--- config.mk ---
export PLATFORM = sky130hd
export DESIGN_NAME = vstore_data_aligner
export DESIGN_NICKNAME = d
export VERILOG_FILES = /design/src/rtl/vstore_pkg.sv /design/src/rtl/vstore_lane_shift.sv /design/src/rtl/vstore_data_aligner.sv
export SDC_FILE = /design/constraint.sdc
export NUM_CORES = 1
export LEC_CHECK = 0
export CORE_UTILIZATION = 46
export CTS_BUF_LIST = sky130_fd_sc_hd__clkbuf_2 sky130_fd_sc_hd__clkbuf_4 sky130_fd_sc_hd__clkbuf_8
export DETAILED_ROUTE_END_ITERATION = 12
export GPL_TIMING_DRIVEN = 0
export PLACE_DENSITY = 0.81
export SLEW_MARGIN = 0
export SYNTH_ARGS = -nofsm -noshare
export SYNTH_HDL_FRONTEND = slang
export SYNTH_SLANG_ARGS = --single-unit
export TNS_END_PERCENT = 10
--- constraint.sdc ---
create_clock -name clk -period 1.88 [get_ports clk]
set_clock_uncertainty 0.2 [all_clocks]
set_input_delay 0.376 -clock clk [delete_from_list [all_inputs] [get_ports clk]]
set_output_delay 0.376 -clock clk [all_outputs]
set_load 0.02 [all_outputs]
--- src/rtl/vstore_pkg.sv ---
// ----------------------------------------------------------------------------
// vstore_pkg
// Shared definitions for the vector store data aligner: element size
// encodings, aligner state encoding and a helper that turns a size code
// into a byte-count-minus-one mask.
// Ports: none (package).
// ----------------------------------------------------------------------------
package vstore_pkg;

    // Widest element the aligner ever receives, in bits.
    localparam int ELEM_W = 64;

    typedef enum logic [1:0] {
        SZ_BYTE  = 2'd0,
        SZ_HALF  = 2'd1,
        SZ_WORD  = 2'd2,
        SZ_DWORD = 2'd3
    } size_e;

    typedef enum logic [1:0] {
        ST_EMPTY   = 2'd0,
        ST_HOLD    = 2'd1,
        ST_HOLD_LO = 2'd2
    } state_e;

    // Returns n-1 where n = 2^size bytes; doubles as the alignment mask.
    function automatic logic [2:0] size_mask(input logic [1:0] size);
        logic [2:0] mask;
        case (size)
            SZ_BYTE:  mask = 3'd0;
            SZ_HALF:  mask = 3'd1;
            SZ_WORD:  mask = 3'd3;
            default:  mask = 3'd7;
        endcase
        return mask;
    endfunction

endpackage

--- src/rtl/vstore_lane_shift.sv ---
// ----------------------------------------------------------------------------
// vstore_lane_shift
// Combinational byte-lane placer. Takes a least-significant-justified element
// and places it big-endian on a DW-bit bus starting at byte offset i_offset
// (element MS byte at the lowest offset). Bytes that run past the end of the
// bus land in the "hi" beat starting at lane offset 0.
// Ports:
//   i_offset      byte offset within the bus word
//   i_size        element size code (0 byte .. 3 doubleword)
//   i_data        element data, least-significant justified
//   o_byteena_lo  byte enables of the first beat
//   o_data_lo     data of the first beat
//   o_byteena_hi  byte enables of the overflow beat
//   o_data_hi     data of the overflow beat
//   o_split       element crosses the bus word boundary
// ----------------------------------------------------------------------------
module vstore_lane_shift
    import vstore_pkg::*;
#(
    parameter int DW = 64
) (
    input  logic [$clog2(DW/8)-1:0] i_offset,
    input  logic [1:0]              i_size,
    input  logic [ELEM_W-1:0]       i_data,
    output logic [DW/8-1:0]         o_byteena_lo,
    output logic [DW-1:0]           o_data_lo,
    output logic [DW/8-1:0]         o_byteena_hi,
    output logic [DW-1:0]           o_data_hi,
    output logic                    o_split
);

    localparam int NB = DW / 8;
    localparam int OW = $clog2(NB);

    logic [2:0]        w_nm1;
    logic [ELEM_W-1:0] w_ms;
    logic [7:0]        w_mask;
    logic [2*DW-1:0]   w_wide_data;
    logic [2*NB-1:0]   w_wide_en;
    logic [OW:0]       w_last_byte;

    // The element is first moved to the top of a 64-bit field (which also
    // drops any junk above its n bytes), then dropped into a double-width
    // window and shifted right by the offset. The upper half of the window is
    // the first beat, the lower half is whatever spilled into the next word.
    always_comb begin
        w_nm1       = size_mask(i_size);
        w_ms        = i_data << {3'd7 - w_nm1, 3'b000};
        w_mask      = 8'hFF << (3'd7 - w_nm1);
        w_wide_data = {w_ms, {(2*DW-ELEM_W){1'b0}}} >> {i_offset, 3'b000};
        w_wide_en   = {w_mask, {(2*NB-8){1'b0}}} >> i_offset;
        w_last_byte = {1'b0, i_offset} + (OW+1)'(w_nm1);
    end

    assign o_data_lo    = w_wide_data[2*DW-1:DW];
    assign o_data_hi    = w_wide_data[DW-1:0];
    assign o_byteena_lo = w_wide_en[2*NB-1:NB];
    assign o_byteena_hi = w_wide_en[NB-1:0];
    assign o_split      = (w_last_byte >= (OW+1)'(NB));

endmodule

--- src/rtl/vstore_data_aligner.sv ---
// ----------------------------------------------------------------------------
// vstore_data_aligner
// Turns store elements (byte..doubleword at any byte address) into aligned
// DW-bit bus beats with big-endian byte lanes and byte enables. One element
// per cycle throughput when the bus keeps up.
// Configuration macro: VSTORE_SPLIT_UNALIGNED_EN
//   defined   - misaligned elements are stored at their true address and an
//               element that crosses a bus word goes out as two beats;
//               misalign_err is held 0.
//   undefined - the address is rounded down to the element size and
//               misalign_err pulses for one cycle after such an element.
// Ports:
//   clk, resetn     clock, asynchronous active-low reset
//   in_valid/ready  element handshake; in_data/in_addr/in_size element
//   out_valid/ready beat handshake; out_addr/out_byteena/out_data/out_last
//   misalign_err    misaligned element indication
// ----------------------------------------------------------------------------
module vstore_data_aligner
    import vstore_pkg::*;
#(
    parameter int DW = 64,
    parameter int AW = 32
) (
    input  logic              clk,
    input  logic              resetn,
    input  logic              in_valid,
    output logic              in_ready,
    input  logic [ELEM_W-1:0] in_data,
    input  logic [AW-1:0]     in_addr,
    input  logic [1:0]        in_size,
    output logic              out_valid,
    input  logic              out_ready,
    output logic [AW-1:0]     out_addr,
    output logic [DW/8-1:0]   out_byteena,
    output logic [DW-1:0]     out_data,
    output logic              out_last,
    output logic              misalign_err
);

    localparam int NB = DW / 8;
    localparam int OW = $clog2(NB);

`ifdef VSTORE_SPLIT_UNALIGNED_EN
    localparam bit SPLIT_EN = 1'b1;
`else
    localparam bit SPLIT_EN = 1'b0;
`endif

    state_e          r_state;
    logic [AW-1:0]   r_addr;
    logic [NB-1:0]   r_byteena;
    logic [DW-1:0]   r_data;
    logic            r_last;
    logic [NB-1:0]   r_hi_byteena;
    logic [DW-1:0]   r_hi_data;
    logic            r_misalign;

    logic [OW-1:0]   w_offset;
    logic [OW-1:0]   w_size_mask;
    logic [OW-1:0]   w_lane_offset;
    logic            w_misaligned;
    logic            w_accept;
    logic            w_consume;
    logic [NB-1:0]   w_en_lo;
    logic [NB-1:0]   w_en_hi;
    logic [DW-1:0]   w_data_lo;
    logic [DW-1:0]   w_data_hi;
    logic            w_split;

    assign w_offset    = in_addr[OW-1:0];
    assign w_size_mask = OW'(size_mask(in_size));
    assign w_misaligned = |(w_offset & w_size_mask);

    // Without split support the element is pulled back to its natural
    // alignment, so it can never cross a bus word and HOLD_LO is never entered.
    assign w_lane_offset = SPLIT_EN ? w_offset : (w_offset & ~w_size_mask);

    assign in_ready  = (r_state == ST_EMPTY) | ((r_state == ST_HOLD) & out_ready);
    assign out_valid = (r_state != ST_EMPTY);
    assign w_accept  = in_valid & in_ready;
    assign w_consume = out_valid & out_ready;

    vstore_lane_shift #(
        .DW (DW)
    ) u_lane_shift (
        .i_offset     (w_lane_offset),
        .i_size       (in_size),
        .i_data       (in_data),
        .o_byteena_lo (w_en_lo),
        .o_data_lo    (w_data_lo),
        .o_byteena_hi (w_en_hi),
        .o_data_hi    (w_data_hi),
        .o_split      (w_split)
    );

    // Beat-holding state machine. A newly accepted element overwrites the
    // held beat in the same cycle that beat is consumed, which gives full
    // throughput. The overflow half of a split element waits in r_hi_* until
    // the first half leaves.
    always_ff @(posedge clk or negedge resetn) begin
        if (!resetn) begin
            r_state      <= ST_EMPTY;
            r_addr       <= '0;
            r_byteena    <= '0;
            r_data       <= '0;
            r_last       <= 1'b0;
            r_hi_byteena <= '0;
            r_hi_data    <= '0;
            r_misalign   <= 1'b0;
        end else begin
            r_misalign <= w_accept & w_misaligned & !SPLIT_EN;
            case (r_state)
                ST_EMPTY, ST_HOLD: begin
                    if (w_accept) begin
                        r_addr       <= {in_addr[AW-1:OW], {OW{1'b0}}};
                        r_byteena    <= w_en_lo;
                        r_data       <= w_data_lo;
                        r_hi_byteena <= w_en_hi;
                        r_hi_data    <= w_data_hi;
                        r_last       <= !w_split;
                        r_state      <= w_split ? ST_HOLD_LO : ST_HOLD;
                    end else if (w_consume) begin
                        r_last  <= 1'b0;
                        r_state <= ST_EMPTY;
                    end
                end
                ST_HOLD_LO: begin
                    if (w_consume) begin
                        r_addr    <= r_addr + AW'(NB);
                        r_byteena <= r_hi_byteena;
                        r_data    <= r_hi_data;
                        r_last    <= 1'b1;
                        r_state   <= ST_HOLD;
                    end
                end
                default: r_state <= ST_EMPTY;
            endcase
        end
    end

    assign out_addr     = r_addr;
    assign out_byteena  = r_byteena;
    assign out_data     = r_data;
    assign out_last     = r_last;
    assign misalign_err = r_misalign;

endmodule

# Yosys cells after proc, flatten, opt, wreduce, memory -nomap -nowiden

Cells that the tools add are included.

Input bits: 102
Bits in registers: 180
Output and inout port bits: 108
Logic and storage cells: 61

Shift operators: 4
Order comparisons: 1
Reduce and logical (&&, ||, !) cells: 11
Mux-type cells: 19
Equality and inequality tests: 7
Add/subtract/negate cells: 3
Bitwise operators: 8

Operators with widths:

| operator                                                           | count |
|---|---|
| 64-bit two-way mux                                                 | 2 |
| 64-bit case mux with 2 select lines                                | 1 |
| 128-bit by 6-bit >> shifter with 128-bit output                    | 1 |
| 32-bit two-way mux                                                 | 2 |
| 32-bit case mux with 2 select lines                                | 1 |
| 64-bit by 6-bit << shifter with 64-bit output                      | 1 |
| 32-bit by 4-bit adder with 32-bit output (second input constant)   | 1 |
| 8-bit two-way mux                                                  | 2 |
| 8-bit case mux with 2 select lines                                 | 1 |
| 16-bit by 3-bit >> shifter with 16-bit output                      | 1 |
| 3-bit case mux with 3 select lines                                 | 1 |
| 2-bit two-way mux                                                  | 4 |
| 8-bit by 3-bit << shifter with 8-bit output (first input constant) | 1 |
| 3-bit bitwise AND                                                  | 2 |
| 3-bit AND reduction                                                | 2 |
| 3-bit by 3-bit adder with 4-bit output                             | 1 |
| 1-bit bitwise AND                                                  | 4 |
| 2-bit by 1-bit == test with 1-bit output (second input constant)   | 2 |
| 2-bit == test (second input constant)                              | 2 |
| 4-bit >= comparator (second input constant)                        | 1 |
| 2-bit logical NOT                                                  | 2 |
| 2-bit inequality test (second input constant)                      | 2 |
| 2-bit case mux with 2 select lines                                 | 1 |
| 2-bit AND reduction                                                | 2 |
| other kinds (10)                                                   | 13 |

# Logic depth before layout (Yosys ltp)

Word-level depth: 9
Depth in mapped cells: 8
Gate-level depth less buffers: 6

# By module

From an unflattened synthesis, not the netlist that was laid out.

Cells, all modules: 1628
Area total of the unflattened synthesis: 12580.8 µm²

Modules (own cells, without submodules):

| module              | instances | seq. area each (µm²) | area an instance (µm²) | cells each |
|---|---|---|---|---|
| vstore_data_aligner | 1         | 4429.2               | 8050.2                 | 968 |
| vstore_lane_shift   | 1         | 0.0                  | 4530.6                 | 660 |

# Worst setup path before layout

No wires, ideal clock.

Path kind: reg2reg
Start: reg r_addr[3] (netlist: out_addr[3])
End: reg r_addr[25] (netlist: out_addr[25])
Path buffers: 1
Arrival: 1.695 ns
Setup slack: -0.142 ns
Setup time: 0.127 ns
Stages on the path, launching flop included: 8
Required time: 1.553 ns
Period minus slack after synthesis: 2.022 ns
Cell sequence: dfrtp_1 ha_1 nand2_1 or3_1 buf_6 nor3_4 and3_1 o21ai_1

Word-level cells in the longest chain between the ends: 3

Ends and longest elaborated chain:

| item                                     | line                       | source |
|---|---|---|
| from (decl)                              | vstore_data_aligner.sv:50  | `logic [AW-1:0] r_addr;` |
| from (signal assigned)                   | vstore_data_aligner.sv:115 | `r_addr <= {in_addr[AW-1:OW], {OW{1'b0}}};` |
| from (signal assigned)                   | vstore_data_aligner.sv:129 | `r_addr <= r_addr + AW'(NB);` |
| 32-bit by 4-bit adder with 32-bit output | vstore_data_aligner.sv:129 |  |
| 32-bit two-way mux                       | vstore_data_aligner.sv:128 | `if (w_consume) begin` |
| 32-bit case mux with 2 select lines      | vstore_data_aligner.sv:112 | `case (r_state)` |

Every way passes these cells. The select of a mux whose other input is x is not followed.
A chain may end at the register's enable or synchronous reset.

# Worst setup path after layout

Start: reg r_addr[11] (netlist: out_addr[11])
End: reg r_addr[27] (netlist: out_addr[27])

Same word-level chain as after synthesis.

==> impl_metrics.json <==
{
  "clock_latency_ps": 470,
  "port_buffers": 203,
  "vias_per_cell": 6.322,
  "vias": 8288,
  "num_io_pins": 210,
  "placed_area_mm2": 0.01051,
  "routed_wl_um": 31370,
  "report.final.slew_viol_count": 0,
  "maxCapViolations": 0,
  "power_density_mw_per_mm2": 799.2,
  "clkSlewWorstSetupHoldPaths_ps": 90,
  "cp_num_cells": 6,
  "start_util_pct": 47.09,
  "antenna_found_initial": 0,
  "seqCellArea_mm2": 0.004223,
  "wl_per_cell_um": 23.93,
  "synthesis.area_mm2": 0.008145,
  "drive_gt1_share_pct": 22.30,
  "fin_crit_sh_pct": 107.8,
  "row_count": 48,
  "core-area_mm2": 0.01730,
  "synth_seq_cells": 168,
  "p_leak_nw": 5.298,
  "drc": 0,
  "antenna_left": 0,
  "p_total_mw": 9.406,
  "synth_edf_count": 0,
  "min_period_ps": 2027,
  "path_delay_family": "simple AND/OR/NAND/NOR gates",
  "finish.utilization_pct": 68.04,
  "crit_path_start": "out_addr[11]",
  "grt_pass1_vias": 7880,
  "criticalPathCategory": "reg2reg",
  "grtUsageTotal_pct": 33.64,
  "critPathSlowestCell": "dfrtp_1",
  "syn_to_final_growth_pct": 44.49,
  "multi_input_area_mm2": 0.004004,
  "reg2reg_depth": 6,
  "r2r_start": "out_addr[11]",
  "required_ps": 2060,
  "arrival_ps": 2210,
  "drtPass1Iterations": 9,
  "cp_max_fo": 6,
  "postLayoutCellArea_mm2": 0.01177,
  "endpoint_kind": "flip-flop",
  "die_h_um": 135.1,
  "rsz0062_at_grt": "true",
  "fill_cells": 1323,
  "syn_area_per_cell_um2": 10.06,
  "endpoint": "out_addr[27]",
  "status": "complete, but fails checks",
  "hold_violations": 0,
  "yosysSeqAreaShare_pct": 51.61,
  "setup_viol": 67,
  "drt_iter0_drc": 1249,
  "clkSinkCount": 168,
  "cts.path.max_buffers": 2,
  "rrSetupSlack_ps": -150,
  "pre_cts_slack_ps": -1043,
  "syn_inst": 810,
  "cts_inserted_buffers": 17,
  "fp.dieArea_mm2": 0.01824,
  "ir_worst_vdd_v": 0.0005056,
  "ctsRootBufferMaster": "clkbuf_8",
  "h-tree-depth": 4,
  "worst-path-buf-inv": 1,
  "path_cells": "nand4_2 > or3_4 > buf_8 > nor3_4 > a211oi_1 > a211oi_2",
  "crit_path_start_kind": "flip-flop",
  "slowest_delay_ps": 440,
  "worstMarginPinSlew_ps": 750.7,
  "grt_start_max_net_pins": 94,
  "finalWorstSetupSlack_ps": -146.9,
  "die_w_um": 135.1,
  "cts_tree": "yes",
  "r2r-end": "out_addr[27]",
  "relSlewSlack_pct": 49.54,
  "hpwl_um": 20810,
  "min_path_type": "in2reg",
  "grt_pass1_wl_um": 45240,
  "timing.fmax_mhz": 493.4,
  "gp_routability_congestion": 0.9287,
  "nets": 1177,
  "grt.overflow.total": 0,
  "synth_top_flop_cell": "dfrtp_1",
  "netlist-cell-type-count": 64,
  "async_flop_share_pct": 100.0,
  "violations": "negative setup slack",
  "synth_warnings": 0
}
cell families after synthesis:
group           Yosys count  share of synthesized area, %
flops                   168                         51.61
other cells               1                       0.04604
fa+ha+maj                 1                        0.1536
simple gates            312                         19.62
buf+inv                  71                         4.301
compound gates          236                         20.45
mux                      21                         3.825
routing by layer:
metal | part of all wire [%] | track usage, % | vias up
met3 | 12 | 6.869 | 134
li1 | - | - | 3501
met1 | 37 | 44.57 | 3943
met2 | 46 | 52.98 | 710
met4 | 5.1 | 16.04 | 0
met5 | 0 | 0 | -
synthesized netlist by cell type (11+ instances only):
cell        n  area share, %
a21oi_1    57            3.5
a221oi_1   24            2.6
a222oi_1   23            2.8
and2_1     67            5.1
and3_1     11           0.84
buf_2      19            1.2
clkbuf_1   32            1.5
dfrtp_1   168             52
mux2_2     11            1.5
nand2_1    82            3.8
nand3_1    15           0.92
nor2_1     86            4.0
o211ai_1   16            1.5
o21ai_0    44            2.7
worst min path at each step:
stage | slack, ps | depth (start not counted) | start | endpoint
6_report | 230 | 2 | out_ready | r_state[1]
5_1_grt | 240 | 3 | in_addr[3] | out_addr[3]
4_1_cts | 180 | 2 | out_ready | r_state[1]
3_5_place_dp | 190 | 1 | resetn | out_addr[8]
3_3_place_gp | 260 | 2 | out_byteena[1] | out_byteena[1]
2_1_floorplan | -120 | 0 | resetn | misalign_err
worst reg2reg max path, cell delays in order (launching register included):
cell and delay (ps):
dfrtp_1 440, nand4_2 180, or3_4 410, buf_8 150, nor3_4 250, a211oi_1 160, a211oi_2 160
registers in the layout (all words and copies together), names as in the netlist:
name / cells
out_data: 64
r_state: 2
misalign_err: 1
out_byteena: 8
out_addr: 29
r_hi_byteena: 7
out_last: 1
r_hi_data: 56
what timing repair did:
| action | 4_1_cts | 5_1_grt |
|---|---|---|
| setup buffers | 14 | 21 |
| gates cloned | 3 | 3 |
| pin swaps | 13 | 30 |
| hold buffers | 1 | 0 |
| gates resized for setup | 241 | 91 |
| endpoints found under the hold margin | 75 | 0 |
| setup endpoints to repair | 272 | 115 |
layout by cell type (no fill, tap or decap), types with 16 or more instances in the layout:
master	synthesis	final
a221oi_2	0	16
a21oi_1	57	54
clkdlybuf4s50_1	0	95
o211ai_1	16	16
o21ai_1	3	21
dlygate4sd2_1	0	91
nor2_1	86	79
clkbuf_8	0	22
buf_4	10	47
a222oi_1	23	23
dfrtp_1	168	153
o21ai_0	44	25
nand2_1	82	78
and2_1	67	67
layout make-up:
cell class,count,area share [%]
antenna,1,0.02126
tap,225,2.392
buffer,63,4.529
multi-input combinational,574,34.02
clock buffer,22,2.467
sequential,168,35.88
timing repair buffer,244,19.65
clock inverter,8,0.8293
inverter,6,0.2126
metrics by stage:
step,cells,setup TNS (ps),hold WS [ps]
after global routing,1310,-8461,242.4
after global placement,1240,-1224920,264.2
after floorplan,812,-243.9,-119.6
after detailed placement,1241,-127220,192.4
after CTS,1287,-1070,179.7
final,1311,-3599,233.7
where the power goes:
part / switching (mW) / internal [mW] / leakage, nW
clock network: 1.34 / 1.29 / 0.193
registers: 0.298 / 3.93 / 2.14
logic: 1.46 / 1.08 / 2.96
No activity file was read; power rests on OpenSTA's default activity.
==> RTL edit: new RTL, config.mk and constraints unchanged <==
The 3 states of `state_e` get a one-hot encoding in 3 bits.
--- a/src/rtl/vstore_pkg.sv
+++ b/src/rtl/vstore_pkg.sv
@@ -17,10 +17,10 @@
         SZ_DWORD = 2'd3
     } size_e;
 
-    typedef enum logic [1:0] {
-        ST_EMPTY   = 2'd0,
-        ST_HOLD    = 2'd1,
-        ST_HOLD_LO = 2'd2
+    typedef enum logic [2:0] {
+        ST_EMPTY   = 3'b001,
+        ST_HOLD    = 3'b010,
+        ST_HOLD_LO = 3'b100
     } state_e;
 
     // Returns n-1 where n = 2^size bytes; doubles as the alignment mask.
Behaviour: no difference found for any inputs over 4 cycles, from zero or initial values and one cycle with resetn low; so few cycles prove little.
==> RTL edit against the original RTL <==
The flow still finishes with violations (negative setup slack); critical path type is now reg2out; final area increased by 4.8%; maximum frequency decreased by 9.6%; synthesized cell count increased by 4.1%; worst setup slack got worse by 0.21 ns; sequential cell count increased by 1; area after synthesis increased by 2.7%; routed wire length increased by 7.9%.
Power is not compared: it rests on default switching activity, and its combinational part moved more than twofold at a synthesized area within 25%.
==> RTL edit: results (changes against the original RTL) <==
metric,value,unit,change
clock_cell_area_share,0.0286,,-0.00434
setup_viol,162,,+140%
avgSynthCellArea,9.93,um^2,-1.3%
buffer_area_frac,0.256,,+0.0142
grt_use_met1,0.452,,+0.00585
failed_checks,negative setup slack,,
track_usage,0.357,,+0.0202
slowest_delay,0.63,ns,+0.19 ns
clkSinkCount,169,,+0.60%
grt_util_met2,0.556,,+0.0263
grt_pass1_wl,49.3,mm,+8.9%
largest_class,multi-input combinational cells,,
firstDrtPassIters,6,,-3
seq_area_frac,0.344,,-0.0145
fin_ws,-0.362,ns,-0.215 ns
clkbuf_count,17,,-23%
dp_cells,1275,,+2.7%
routedWlPerCell,25.0,um,+4.6%
non_clock_inverter_count,4,,-2
cp.arrival,1.67,ns,-0.54 ns
place_ws,-0.991,ns,+0.0518 ns
ys_seq_area_frac,0.506,,-0.0106
path_max_fanout,5,,-1
regArea,4250,um^2,+0.53%
outcome,"complete, but fails checks",,
io_buffers,204,,+0.49%
drt-initial-drc-count,1222,,-2.2%
fillCellCount,1264,,-4.5%
==> RTL edit: changes by cell type in the layout (fill, tap and decap cells not counted), moves of 10 or more <==
cell      before  now
nand3_1       14   33
buf_6         15   34
o211ai_1      16    1
mux2_2        11    0
nand2_1       78   53
a22oi_1        2   12
mux2i_1        2   12
a222oi_1      23    7
o22ai_1        2   22
a21oi_2        2   19
==> RTL edit: path summary, 6_finish.rpt <==
kind | depth (start not counted) | from | slack, ns | endpoint
max | 4 | r_state[0] | -0.36 | in_ready
min in group clk | 2 | out_ready | 0.25 | r_state[2]
min reg2reg | 1 | r_hi_data[17] | 0.29 | r_hi_data[17]
min | 2 | resetn | 0.18 | r_hi_data[41]
max reg2reg | 8 | r_state[0] | -0.35 | out_addr[30]
max in group asynchronous | 3 | resetn | 0.29 | out_addr[6]
==> RTL edit: routing by layer <==
layer  vias up  share of wire
met5         -              0
met4         0          0.063
met3       217           0.13
met2       817           0.45
met1      4292           0.36
li1       3630              -
